===== src/rtl/systolic_mac_pe_pkg.sv =====
// Shared defaults and the saturating-narrow helper for the systolic MAC processing element.
package systolic_mac_pe_pkg;

  localparam int unsigned DEF_DATA_W  = 16;
  localparam int unsigned DEF_FRAC_W  = 10;
  localparam int unsigned DEF_GUARD_W = 8;

  // Works on a 64-bit signed carrier so one function serves any ACC_W/DATA_W pair up to 64 bits.
  function automatic logic signed [63:0] sat_narrow_fn(
    input logic signed [63:0] v,
    input int unsigned        out_w,
    input bit                 sat_en
  );
    logic signed [63:0] hi;
    logic signed [63:0] lo;
    hi = (64'sd1 <<< (out_w - 1)) - 64'sd1;
    lo = -(64'sd1 <<< (out_w - 1));
    sat_narrow_fn = v;
    if (sat_en) begin
      if (v > hi) begin
        sat_narrow_fn = hi;
      end else if (v < lo) begin
        sat_narrow_fn = lo;
      end
    end
  endfunction

endpackage


===== src/rtl/systolic_mac_pe_sat_narrow.sv =====
// Combinational ACC_W -> DATA_W narrowing: clamp when SAT_EN, else keep the low DATA_W bits.
module systolic_mac_pe_sat_narrow
  import systolic_mac_pe_pkg::*;
#(
  parameter int unsigned ACC_W  = DEF_DATA_W + DEF_GUARD_W,
  parameter int unsigned DATA_W = DEF_DATA_W,
  parameter bit          SAT_EN = 1'b1
) (
  input  logic [ACC_W-1:0]  acc_i,
  output logic [DATA_W-1:0] narrow_c_o
);

  logic signed [63:0] wide;

  assign wide       = 64'($signed(acc_i));
  assign narrow_c_o = DATA_W'(sat_narrow_fn(wide, DATA_W, SAT_EN));

endmodule


===== src/rtl/systolic_mac_pe.sv =====
// Weight-agnostic systolic PE: forwards west/north operands, accumulates fixed-point products,
// and hands finished tiles to a shift-out drain chain while the next tile accumulates.
module systolic_mac_pe
  import systolic_mac_pe_pkg::*;
#(
  parameter int unsigned DATA_W  = DEF_DATA_W,
  parameter int unsigned FRAC_W  = DEF_FRAC_W,
  parameter int unsigned GUARD_W = DEF_GUARD_W,
  parameter bit          SAT_EN  = 1'b1
) (
  input  logic              clk,
  input  logic              rst,
  input  logic              pe_en,
  input  logic [DATA_W-1:0] in_kiri,
  input  logic              in_kiri_vld,
  input  logic [DATA_W-1:0] in_atas,
  input  logic              in_atas_vld,
  output logic [DATA_W-1:0] out_kanan,
  output logic              out_kanan_vld,
  output logic [DATA_W-1:0] out_bawah,
  output logic              out_bawah_vld,
  input  logic              acc_clr,
  input  logic              drain_load,
  input  logic              drain_shift,
  input  logic [DATA_W-1:0] drain_in,
  output logic [DATA_W-1:0] drain_out,
  output logic [DATA_W-1:0] result,
  output logic              ovf
);

  localparam int unsigned ACC_W  = DATA_W + GUARD_W;
  localparam int unsigned PROD_W = 2 * DATA_W;
  localparam int unsigned SUM_W  = ACC_W + 1;
  localparam logic [ACC_W-1:0] ACC_MAX = {1'b0, {(ACC_W-1){1'b1}}};
  localparam logic [ACC_W-1:0] ACC_MIN = {1'b1, {(ACC_W-1){1'b0}}};

  logic [ACC_W-1:0]  acc_q, acc_d;
  logic              ovf_q, ovf_d;
  logic [DATA_W-1:0] drain_q, drain_d;
  logic [DATA_W-1:0] kanan_q, bawah_q;
  logic              kanan_vld_q, bawah_vld_q;

  logic                     mac_fire;
  logic                     restart;
  logic signed [PROD_W-1:0] prod;
  logic signed [PROD_W-1:0] prod_sh;
  logic [ACC_W-1:0]         term;
  logic [ACC_W-1:0]         base;
  logic [SUM_W-1:0]         sum;
  logic                     sum_ovf;
  logic [DATA_W-1:0]        acc_narrow;

  assign mac_fire = in_kiri_vld & in_atas_vld;
  assign restart  = acc_clr | drain_load;

  // Q-format product rescaled back to FRAC_W fractional bits, then sign-extended to ACC_W.
  assign prod    = PROD_W'($signed(in_kiri)) * PROD_W'($signed(in_atas));
  assign prod_sh = prod >>> FRAC_W;
  assign term    = ACC_W'(prod_sh);

  // Clear-then-accumulate: a restart in the same cycle as a MAC starts the new tile from zero.
  assign base    = restart ? '0 : acc_q;
  assign sum     = {base[ACC_W-1], base} + {term[ACC_W-1], term};
  assign sum_ovf = sum[SUM_W-1] ^ sum[ACC_W-1];

  // One narrowing serves both the live result and the drain capture, both sourced from acc_q.
  systolic_mac_pe_sat_narrow #(
    .ACC_W  (ACC_W),
    .DATA_W (DATA_W),
    .SAT_EN (SAT_EN)
  ) u_sat_narrow (
    .acc_i      (acc_q),
    .narrow_c_o (acc_narrow)
  );

  always_comb begin
    acc_d   = base;
    ovf_d   = restart ? 1'b0 : ovf_q;
    drain_d = drain_q;
    if (mac_fire) begin
      if (sum_ovf) begin
        acc_d = sum[SUM_W-1] ? ACC_MIN : ACC_MAX;
        ovf_d = 1'b1;
      end else begin
        acc_d = sum[ACC_W-1:0];
      end
    end
    if (drain_load) begin
      drain_d = acc_narrow;
    end else if (drain_shift) begin
      drain_d = drain_in;
    end
  end

  always_ff @(posedge clk) begin
    if (!rst) begin
      acc_q       <= '0;
      ovf_q       <= 1'b0;
      drain_q     <= '0;
      kanan_q     <= '0;
      kanan_vld_q <= 1'b0;
      bawah_q     <= '0;
      bawah_vld_q <= 1'b0;
    end else if (pe_en) begin
      acc_q       <= acc_d;
      ovf_q       <= ovf_d;
      drain_q     <= drain_d;
      kanan_q     <= in_kiri;
      kanan_vld_q <= in_kiri_vld;
      bawah_q     <= in_atas;
      bawah_vld_q <= in_atas_vld;
    end
  end

  assign out_kanan     = kanan_q;
  assign out_kanan_vld = kanan_vld_q;
  assign out_bawah     = bawah_q;
  assign out_bawah_vld = bawah_vld_q;
  assign drain_out     = drain_q;
  assign result        = acc_narrow;
  assign ovf           = ovf_q;

endmodule


===== config.mk =====
export PLATFORM = sky130hd
export DESIGN_NAME = systolic_mac_pe
export DESIGN_NICKNAME = d
export VERILOG_FILES = /design/src/rtl/systolic_mac_pe_pkg.sv /design/src/rtl/systolic_mac_pe_sat_narrow.sv /design/src/rtl/systolic_mac_pe.sv
export SDC_FILE = /design/constraint.sdc
export NUM_CORES = 1
export LEC_CHECK = 0
export CORE_UTILIZATION = 55
export DETAILED_ROUTE_END_ITERATION = 7
export PLACE_DENSITY = 0.74
export SLEW_MARGIN = 10
export SYNTH_ARGS = -nofsm -noshare
export SYNTH_HDL_FRONTEND = slang
export SYNTH_SLANG_ARGS = --single-unit

===== constraint.sdc =====
create_clock -name clk -period 13 [get_ports clk]
set_clock_uncertainty 0.15 [all_clocks]
set_input_delay 3.25 -clock clk [delete_from_list [all_inputs] [get_ports clk]]
set_output_delay 3.25 -clock clk [all_outputs]
set_load 0.01 [all_outputs]

# Yosys cells after proc, flatten, opt, wreduce, memory -nomap -nowiden
# Cells that the tools add are included.
totals:
  ff_bits: 75
  latch_bits: 0
  mem_bits_rw: 0
  romBits: 0
  input_bits: 56
  out_inout_bits: 67
  memories: 0
classes:
  n_addsub: 1
  n_mul: 1
  div: 0
  magnitude_cmp: 2
  n_eq_ne: 0
  n_shift: 0
  muxes: 11
  bitwise: 3
  reduce_logical: 2
op_table:
  columns: ["operator", "count"]
  rows:
  - ["two-way mux 24 bit", 4]
  - ["two-way mux 16 bit", 4]
  - ["multiplier 16 x 16 -> 32 bit", 1]
  - ["adder 24 x 22 -> 25 bit", 1]
  - ["greater-than comparator 24 x 16 -> 1 bit, second input constant", 1]
  - ["< comparator 24 x 16 -> 1 bit, second input constant", 1]
  - ["two-way mux 1 bit", 3]
  - ["AND reduction 2 bit", 1]
  - ["nonzero test 2 bit", 1]
  - ["AND 1 bit", 1]
  - ["bitwise OR 1 bit", 1]
  - ["XOR 1 bit", 1]

# Longest topological paths before layout
depth:
  depth_word: 6
  depth_mapped: 37
  ltp_nobuf: 33

# Cells and area by module
# From an unflattened synthesis, not the netlist that was laid out.
hier_totals:
  cells_unflattened: 1654
  area_unflattened_um2: 14492.6
by_module_without_submodules:
  columns: ["module", "n_inst", "cells_per_inst", "area_per_inst_um2", "seq_area_each_um2"]
  rows:
  - ["systolic_mac_pe", 1, 1611, 14178.6, 1501.4]
  - ["systolic_mac_pe_sat_narrow", 1, 43, 314.1, 0.0]

# Worst setup path before layout
# OpenSTA, ideal clock, no wires.
synth_timing:
  path_kind: "input port to flip-flop"
  start: "input in_atas[8]"
  end: "register acc_q[6]"
  setup_ps: 91
  arrival_ps: 11617
  required_time_ps: 12759
  setup_slack_ps: 1143
  path_stages: 37
  path_buffers: 4
  cell_sequence: "clkbuf_1 clkbuf_1 nand2_1 fa_1 inv_1 fa_1 inv_1 fa_1 inv_1 fa_1 fa_1 inv_1 fa_1 inv_1 ha_1 inv_1 o21ai_0 a21o_1 a21o_1 a211o_1 a21o_1 a21o_1 a311o_1 xor2_1 ha_1 o21a_1 o21a_1 o21ai_0 nand2b_1 o2111ai_1 a311oi_1 a31o_2 xor2_1 buf_2 buf_2 nand2_1 a311oi_1"
synth_between:
  elab_chain_len: 5
  elab_cells_between_ends: 6
  classes_between: "add/sub (1); mul (1); mux (3); bitwise (1)"
synth_lines:
  columns: ["item", "line", "text"]
  rows:
  - ["start, declared", "systolic_mac_pe.sv:16", "input logic [DATA_W-1:0] in_atas,"]
  - ["multiplier 16 x 16 -> 32 bit *", "systolic_mac_pe.sv:57", "assign prod = PROD_W'($signed(in_kiri)) * PROD_W'($signed(in_atas));"]
  - ["adder 24 x 22 -> 25 bit *", "systolic_mac_pe.sv:63", "assign sum = {base[ACC_W-1], base} + {term[ACC_W-1], term};"]
  - ["two-way mux 24 bit / XOR 1 bit (equally long branches)", "systolic_mac_pe.sv:82, systolic_mac_pe.sv:64", null]
  - ["two-way mux 24 bit *", "systolic_mac_pe.sv:81", "if (sum_ovf) begin"]
  - ["two-way mux 24 bit *", "systolic_mac_pe.sv:80", "if (mac_fire) begin"]
  - ["end signal, assigned", "systolic_mac_pe.sv:97", "acc_q <= '0;"]
  - ["end signal, assigned", "systolic_mac_pe.sv:105", "acc_q <= acc_d;"]
  - ["end, declared", "systolic_mac_pe.sv:37", "logic [ACC_W-1:0] acc_q, acc_d;"]
# Every way passes the cells marked *; elsewhere a longest branch is shown, timed or not.
# A chain may end at the register's enable or synchronous reset.

# Worst setup path after layout
layout_timing:
  start: "input in_atas[4]"
  end: "register acc_q[4]"
# The elaborated chain is that of the path after synthesis.

==> results_dict.tcl <==
set metrics [dict create \
    cts-hold-fix-buffers 0 \
    synth-async-reset-ratio_pct 0 \
    number_of_max_cap_violations 0 \
    synth_edf_count 0 \
    floorplan.core_area_mm2 0.0245 \
    timing.slew.headroom_pct 27.0 \
    fin_tns_setup_ps 0 \
    grt_antenna_before_repair 0 \
    initial_standard_cell_utilization_of_the_core_pct 56.6 \
    most-common-layout-cells "sky130_fd_sc_hd__inv_1, sky130_fd_sc_hd__fa_1, sky130_fd_sc_hd__nand2_1, sky130_fd_sc_hd__and2_1, sky130_fd_sc_hd__clkdlybuf4s50_1" \
    detail_route.wl_per_cell_um 17.2 \
    drt_drc_violations_left 0 \
    gr-usage-all-layers_pct 28.5 \
    detailedRoute.firstIterationViolations 814 \
    worst-endpoint-arrival_ps 12460 \
    synth-seq-area-share_pct 10.8 \
    cts.sinks 75 \
    critical_path_peak_fanout 22 \
    largest_net_degree_at_the_start_of_global_routing 66 \
    area_delta_synth_final_pct 14.3 \
    grt_setup_unrepaired "false" \
    post_cts.repair.setup_buffers 0 \
    die_x_um 161 \
    remaining_global_route_overflow 0 \
    post_cts.resized_instances 0 \
    routed_via_density 5.46 \
    layout_min_cycle_time_ps 12410 \
    floorplan_die_area_mm2 0.0259 \
    criticalPathCategory "in2reg" \
    std_cell_rows 57 \
    hold_violations 0 \
    dominant_synthesized_flop_cell "sky130_fd_sc_hd__dfxtp_1" \
    clk_pin_slew_worst_paths_ps 70 \
    fmax_mhz 80.6 \
    clock_insertion_delay_worst_skew_ps 360 \
    final_estimated_routing_congestion_in_global_placement 0.893 \
    num_antenna_cells 0 \
    setup.worst_path.end_class "flip-flop" \
    layout.cells.most_common "sky130_fd_sc_hd__inv_1" \
    hold_class "reg2reg" \
    synthesis.area_per_instance_um2 9.08 \
    post-dp-hpwl_mm 27.9 \
    cts.htree.levels 3 \
    io-pin-count 123 \
    timing.critical_path.mode_cell "sky130_fd_sc_hd__fa_1" \
    final_antenna_net_count 0 \
    fin_crit_sh_pct 95.5 \
    drive_above_1_share_pct 4.38 \
    vias 10700 \
    cts_inserted_buffers 9 \
    outcome "completed" \
    setup_viol 0 \
    ys_warn_count 0 \
    io_buffers 122 \
    grt_first_pass_wirelength_mm 57.9 \
    cp.required_ps 13050 \
    cp_slowest_cell "sky130_fd_sc_hd__clkdlybuf4s50_1" \
    vias_in_the_first_global_route 11500 \
    root_buffer "sky130_fd_sc_hd__clkbuf_16" \
    finalWirelength_mm 33.9 \
    worstMarginPinSlew_ps 1100 \
    n_fill_cell 2076 \
    cts-root-to-sink-buffers 2 \
    synth_cell_types 56 \
    detail_route.first_pass.iterations 5 \
    synth.cell_area_mm2 0.0139 \
    die_y_um 161 \
    critical_path.max_stage_delay_ps 680 \
    max_slew_violation_total_from_the_final_report 0 \
    design.final.nets 2060 \
    syn-num-nets 1950 \
    synth-seq-cells 75 \
    worst_setup_path_start_kind "input pin" \
    synthCells 1529 \
    tritoncts "done" \
]
## layer usage
metal  vias to the layer above  GRT usage [%]  share of wire [%]  wire length, um
li1                       4994              -                  -                -
met1                      5410           37.1                 42            14200
met2                       284           49.5                 50            17100
met3                        55           4.36                5.5             1850
met4                         0           7.16                2.2              761
met5                         -              0                  0                0
## state kept, by name, summed over array words and instances (netlist names)
name / cells
acc_q: 24
drain_out: 16
out_bawah: 16
out_kanan: 16
out_bawah_vld: 1
out_kanan_vld: 1
ovf: 1
## cell families (layout without fill, tap and decap cells)
family                     Yosys count  count (layout)  synth area share (%)
AOI/OAI and AO/OA                  211             211                  10.4
xor gates and xnor gates            53              53                  3.68
DFF                                 75              75                  10.8
adders and majority gates          367             367                  47.2
and+or+nand+nor                    413             413                  14.4
muxes                               50              50                  3.60
buffers and inverters              360             475                  9.87
## worst paths after layout
path                                   start           end  slack [ps]  cells past startpoint
worst max-delay path              in_atas[4]      acc_q[4]         590                     34
worst min-delay path            out_bawah[2]  out_bawah[2]         350                      2
worst min register to register  out_bawah[2]  out_bawah[2]         350                      2
worst max register to register      acc_q[1]      acc_q[4]        8750                     13
## synth_stat cells, drive strengths merged, types with 6 or more instances
cell | count | area share, %
nand2b | 10 | 0.45
a211oi | 35 | 2.0
a21o | 19 | 1.0
inv | 296 | 8.0
nor3 | 6 | 0.22
fa | 262 | 38
dfxtp | 75 | 11
nand4 | 7 | 0.32
o21a | 23 | 1.2
buf | 8 | 0.35
xnor2 | 31 | 2.0
and2 | 141 | 6.4
ha | 103 | 9.3
o21ai | 37 | 1.4
a21oi | 56 | 2.0
xor2 | 20 | 1.4
mux2i | 50 | 3.6
o211ai | 9 | 0.49
nand3 | 6 | 0.22
nor2 | 80 | 2.2
nand2 | 150 | 4.1
clkbuf | 56 | 1.5
## critical path: cells and delay by family
kind / cells / cell delay (ps)
buf+inv: 6 / 1060
simple gates: 2 / 410
compound gates: 16 / 3610
fa+ha+maj: 8 / 3880
xor+xnor: 2 / 250
## metrics by stage
stage               hold WS [ps]  area, um2  utilization, %  setup WS, ps  cells
floorplan                    289      13900               -          1140   1529
global placement             322      15600            63.5           456   1952
detailed placement           330      15600            63.5           275   1952
CTS                          349      15900            64.7           590   1968
global route                 361      15900            64.7          50.7   1968
finish                       346      15900            64.7           586   1968
## cell type report
| class | instances | area [um2] | share of cell area [%] |
|---|---|---|---|
| timing repair buffer | 163 | 1540 | 9.68 |
| tap | 324 | 405 | 2.55 |
| clock inverter | 7 | 70.1 | 0.442 |
| sequential | 75 | 1500 | 9.46 |
| clock buffer | 9 | 225 | 1.42 |
| multi-input combinational | 1094 | 11000 | 69.4 |
| inverter | 296 | 1110 | 7.00 |
Power is left out: the tool's default activity adds up to more than one toggle a clock period on the data nets, which glitch-free logic cannot reach.
